==> config.mk <==
export PLATFORM = sky130hd
export DESIGN_NAME = mul8_sequencer
export DESIGN_NICKNAME = d
export VERILOG_FILES = /design/src/rtl/mul8_sequencer.sv
export SDC_FILE = /design/constraint.sdc
export NUM_CORES = 1
export LEC_CHECK = 0
export CORE_MARGIN = 5
export CORE_UTILIZATION = 62
export CTS_CLUSTER_SIZE = 28
export DETAILED_ROUTE_END_ITERATION = 16
export DONT_BUFFER_PORTS = 1
export HOLD_SLACK_MARGIN = 0.06
export PLACE_DENSITY = 0.77
export SLEW_MARGIN = 40
export SYNTH_ARGS = -nofsm -noshare
export SYNTH_HDL_FRONTEND = slang
export SYNTH_SLANG_ARGS = --single-unit
==> constraint.sdc <==
create_clock -name clk -period 4.2 [get_ports clk]
set_clock_uncertainty 0.05 [all_clocks]
set_input_delay 0.84 -clock clk [delete_from_list [all_inputs] [get_ports clk]]
set_output_delay 0.84 -clock clk [all_outputs]
set_load 0.02 [all_outputs]
==> src/rtl/mul8_sequencer.sv <==
// 8x8 unsigned multiplier sequenced over a shared 4x4 array multiplier.
// Four partial products are accumulated, one per cycle, then the result is registered.
module mul8_sequencer (
   input  logic        clk,
   input  logic        rst_n,
   input  logic        start,
   input  logic [7:0]  a,
   input  logic [7:0]  b,
   output logic        busy,
   output logic        done,
   output logic [15:0] product,
   output logic [3:0]  mul_a,
   output logic [3:0]  mul_b,
   input  logic [7:0]  mul_p
);

   typedef enum logic [2:0] {
      IDLE = 3'd0,
      PP0  = 3'd1,
      PP1  = 3'd2,
      PP2  = 3'd3,
      PP3  = 3'd4,
      DONE = 3'd5
   } state_t;

   state_t      state;
   logic [7:0]  ra;
   logic [7:0]  rb;
   logic [15:0] acc;

   // Sequencer: state, operands, accumulator and all outputs are registered here
   always_ff @(posedge clk) begin
      if (!rst_n) begin
         state   <= IDLE;
         ra      <= 8'h00;
         rb      <= 8'h00;
         acc     <= 16'h0000;
         product <= 16'h0000;
         busy    <= 1'b0;
         done    <= 1'b0;
         mul_a   <= 4'h0;
         mul_b   <= 4'h0;
      end else begin
         case (state)
            IDLE, DONE: begin
               done  <= 1'b0;
               mul_a <= 4'h0;
               mul_b <= 4'h0;
               if (start) begin
                  ra    <= a;
                  rb    <= b;
                  acc   <= 16'h0000;
                  busy  <= 1'b1;
                  mul_a <= a[3:0];
                  mul_b <= b[3:0];
                  state <= PP0;
               end else begin
                  busy  <= 1'b0;
                  state <= IDLE;
               end
            end
            PP0: begin
               acc   <= acc + {8'h00, mul_p};
               mul_a <= ra[7:4];
               mul_b <= rb[3:0];
               state <= PP1;
            end
            PP1: begin
               acc   <= acc + {4'h0, mul_p, 4'h0};
               mul_a <= ra[3:0];
               mul_b <= rb[7:4];
               state <= PP2;
            end
            PP2: begin
               acc   <= acc + {4'h0, mul_p, 4'h0};
               mul_a <= ra[7:4];
               mul_b <= rb[7:4];
               state <= PP3;
            end
            PP3: begin
               product <= acc + {mul_p, 8'h00};
               busy    <= 1'b0;
               done    <= 1'b1;
               mul_a   <= 4'h0;
               mul_b   <= 4'h0;
               state   <= DONE;
            end
            default: begin
               busy  <= 1'b0;
               done  <= 1'b0;
               mul_a <= 4'h0;
               mul_b <= 4'h0;
               state <= IDLE;
            end
         endcase
      end
   end

endmodule

Yosys cells after proc, flatten, opt, wreduce, memory -nomap -nowiden
Index checks and enable logic that the tools add are counted.
{"block": "totals", "reg_bits": 61, "in_bits": 27, "output_inout_bits": 26, "word_cells": 37}
{"block": "op_classes", "addsub": 3, "n_eq_ne": 6, "muxes": 11, "n_reduce_logical": 8}
{"op": "$pmux 16 s3", "n": 1}
{"op": "$pmux 4 s3", "n": 2}
{"op": "$add 16x12->16", "n": 1}
{"op": "$add 16x16->16", "n": 1}
{"op": "$add 16x8->16", "n": 1}
{"op": "$mux 16", "n": 1}
{"op": "$pmux 3 s5", "n": 1}
{"op": "$mux 4", "n": 2}
{"op": "$eq 3x2->1 const B", "n": 2}
{"op": "$eq 3x3->1 const B", "n": 2}
{"op": "$reduce_or 2->1", "n": 3}
{"op": "$pmux 1 s2", "n": 2}
{"op": "$reduce_and 2->1", "n": 2}
{"op": "$eq 3x1->1 const B", "n": 1}
{"op": "$logic_not 3->1", "n": 1}
{"op": "$reduce_bool 3->1", "n": 1}
{"op": "$reduce_or 3->1", "n": 1}
{"op": "$mux 1", "n": 2}
{"op": "$ne 2x2->1 const B", "n": 1}

Depth between registers and ports, before layout
{"block": "logic_depth", "ltp_word": 4, "ltp_mapped": 9, "ltp_nobuf": 9}

Worst setup path after synthesis
No wires, ideal clock.
{"block": "synth_timing", "path_type": "input-to-reg", "startpoint": "in mul_p[0]", "endpoint": "reg acc[10]", "setup_ns": 0.132, "arrival_time_ns": 2.371, "required_time_ns": 4.018, "slack_ns": 1.647, "path_stages": 9, "path_buffers": 0, "path_cell_list": "ha_1 inv_1 fa_1 nor2b_4 o31a_1 o21a_1 or3_1 a32oi_1 a21oi_1"}
{"block": "synth_via", "elab_chain_len": 2, "elab_cells_between_ends": 3, "cone_classes": "2 x add/sub; 1 x mux"}
{"item": "from (decl)", "line": "14", "source": "input logic [7:0] mul_p"}
{"item": "$add 16x12->16 or $add 16x8->16 (tied branches)", "line": "69, 75, 63"}
{"item": "$pmux 16 s3 *", "line": "44", "source": "case (state)"}
{"item": "to (signal assigned)", "line": "63", "source": "acc <= acc + {8'h00, mul_p};"}
{"item": "to (signal assigned)", "line": "69", "source": "acc <= acc + {4'h0, mul_p, 4'h0};"}
{"item": "to (signal assigned)", "line": "75", "source": "acc <= acc + {4'h0, mul_p, 4'h0};"}
{"item": "to (decl)", "line": "29", "source": "logic [15:0] acc;"}
Mark *: on every way between the ends. The rest lies on a longest branch, timed or not.
A chain may end at the register's enable or synchronous reset.

Final worst setup path
{"block": "layout_timing", "startpoint": "in mul_p[0]", "endpoint": "reg acc[12]"}
Same word-level chain as after synthesis.

==> summary.txt <==
Run status
  – Status: complete, no violations

Worst setup path
  – Worst EP required: between 4 and 5 ns
  – R2R Path Start: acc[8]
  – Reg2reg setup slack: 1.97 ns
  – CP Class: in -> reg
  – FF-to-FF End: product[14]
  – R2R depth: 9
  – Crit path capture type: flip-flop
  – CP Launch Type: input pin
  – Worst Path Arrival: 2.58 ns
  – Maximum fanout along the worst path: 4

Floorplan
  – Die area: 7410 µm²
  – Ports: between 50 and 60
  – Rows: 27
  – Chip Width: 86.1 µm
  – Die outline height: 86.1 µm
  – Core area: 5570 µm²
  – Starting Density: 64.4%

Synth
  – Netlist cell types: between 60 and 70
  – Top FF cell, synth: dfxtp_1
  – EDFF count, synth: 0
  – Post-Synthesis Cells: between 400 and 500
  – Post-synthesis sequential area ratio: 34.0%
  – Syn Nets: roughly 500
  – Number of synthesized register bits: 61
  – Syn Area/Cell: 8.29 µm²
  – Top-count cell post-synth: dfxtp_1
  – Mapped Area: 3590 µm²
  – Synth top area share: 34.0%
  – Syn. warnings: 0
  – Top cells by area, synth: dfxtp_1 34%, ha_1 8.0%, a21oi_1 6.7%
  – Yosys top cell by area: dfxtp_1
  – Async SR Flop Fraction: 0%
  – Most common library cells after synthesis: 61 x dfxtp_1, 59 x nor2_1, 48 x a21oi_1

Detailed routing
  – Residual DRC count: 0
  – DR iter-0 viols: 300
  – Detail Route Antenna Nets: 0
  – Vias per cell: 6.36
  – Wire length per cell: 17.8 µm
  – Vias: around 3,200
  – Final wirelength: 8.94 mm
  – First-pass detailed-route iteration total: 5

Timing
  – Final hold slack: 0.443 ns
  – Worst-Margin Slew: 0.679 ns
  – Final Hold Fails: 0
  – Peak Freq: 0.424 GHz
  – Slew HR: 54.6%
  – Setup-failing EPs final: 0
  – Pins Over Slew Limit: 0
  – Final cycle utilization of the critical path: 56.1%
  – Tmin final: 2.36 ns
  – RSZ-0062 raised after global routing: false
  – Setup TNS: 0 ns

Clocking
  – H-tree levels: 3
  – Reg clk slew, reported paths: 0.08 ns
  – Worst-Skew Late Latency: 0.34 ns
  – Clock Tree Buf Depth: 2
  – Post_cts resized: 0
  – Root Buffer: clkbuf_8
  – CTS tree: built
  – Postcts setup bufs: 0
  – CTS sink cnt: a little over 60
  – # hold bufs at CTS: 0
  – Total CTS buffers: 9

Final layout
  – Cell area after layout: about 3800 µm²
  – Area grow syn2layout: 6.13%
  – Fraction of layout cells with a size suffix above 1: 8.37%
  – # fillers: 455
  – ANT cells: 0
  – # nets final: around 480
  – Seq. cell area: 1220 µm²
  – Fin util: 68.4%
  – Multi-input logic area: 2230 µm²

Global routing
  – GRT Util Overall: about a quarter
  – First-pass GRT wire length: ~15 mm
  – Antenna violations before repair: 0
  – Largest net degree at the start of global routing: 45
  – Vias in the first global route: 3,105
  – Overflow after GRT: 0

Place
  – Port bufs: 0
  – Routability congestion estimate: 0.976
  – HPWL after detailed placement: roughly 6.4 mm
  – Placement Cell Area: roughly 3600 µm²

Min path
  – HP Start: acc[2]
  – Worst Hold Class: reg -> reg
  – WHS Endpoint: product[2]
  – Hold depth: 2

Power
  – Total power: between 1.5 and 2 mW
  – Clock power frac: 34.2%
  – Leak: roughly 1.5 nW
  – Switch Pwr: 0.504 mW
  – Int Power: roughly 1.0 mW
  – Power Density: ~400 nW/µm²
  – Sw Ratio: around a third
  – Peak VDD IR: roughly 0.00026 V
  – Comb pwr share: ~22%
  – Flop pwr share: 43.8%

Run
  – Max cap viols: 0
stage by stage:
stage	worst slack, ns	cells
after floorplan	1.65	433
final	1.84	502
after CTS	1.87	502
after global routing	1.69	502
after detailed placement	1.52	486
after global placement	1.59	486
layer usage:
metal,global-route usage (%),part of all wire (%),vias to the layer above
li1,-,-,1551
met1,32.3,44,1511
met2,40.8,47,110
met3,7.01,7.4,22
met4,8.63,2.5,0
met5,0,0,-
worst max-delay path, cell delays in order:
cell and delay (ns):
ha_1 0.21, fa_1 0.44, a211oi_1 0.33, or2_1 0.24, a211oi_2 0.12, xor2_1 0.16, nand2_1 0.07, a21oi_1 0.16
placed cells by master, fill, tap and decap left out, types with 9 or more instances in the layout:
cell,n
inv_1,9
clkbuf_8,9
a211oi_1,9
dfxtp_1,61
a21oi_1,48
o21ai_0,15
nand2_1,46
nor2_1,58
ha_1,23
mux2i_1,17
xnor2_1,10
nor3_1,9
logic make-up (layout without fill, tap and decap cells):
| kind of cell | after synthesis | in the layout | synth area share, % |
|---|---|---|---|
| DFF | 61 | 61 | 34.0 |
| AOI/OAI and AO/OA | 128 | 128 | 24.0 |
| xor gates and xnor gates | 17 | 17 | 4.15 |
| and+or+nand+nor | 151 | 151 | 19.4 |
| buffers and inverters | 33 | 30 | 4.01 |
| muxes | 17 | 17 | 4.74 |
| adders and majority gates | 26 | 26 | 9.69 |
state kept, by name, summed over array words and instances (netlist names):
| register | count |
|---|---|
| mul_a | 4 |
| busy | 1 |
| product | 16 |
| state | 3 |
| done | 1 |
| rb | 8 |
| ra | 8 |
| acc | 16 |
| mul_b | 4 |
worst max-delay path by stage:
stage                  start  endpoint  depth (start not counted)
finish              mul_p[0]   acc[12]                          8
global route        mul_p[0]   acc[12]                          8
CTS                 mul_p[0]   acc[12]                          8
detailed placement  mul_p[0]   acc[12]                          8
global placement    mul_p[0]   acc[10]                          9
floorplan           mul_p[0]   acc[10]                          9
power groups by stage:
stage | Combinational, mW | Clock (mW) | Sequential, mW
floorplan | 0.283 | 0 | 0.663
global placement | 0.326 | 0 | 0.685
detailed placement | 0.334 | 0 | 0.687
CTS | 0.336 | 0.536 | 0.673
global route | 0.377 | 0.563 | 0.680
finish | 0.340 | 0.527 | 0.674
final cells by class:
class,count,share of cell area [%]
Clock buffer,9,3.25
Tap cell,72,2.36
Clock inverter,7,1.97
Timing Repair Buffer,4,0.788
Multi-Input combinational cell,339,58.6
Sequential cell,61,32.0
Inverter,10,0.985
Power figures use the tool's default switching activity.
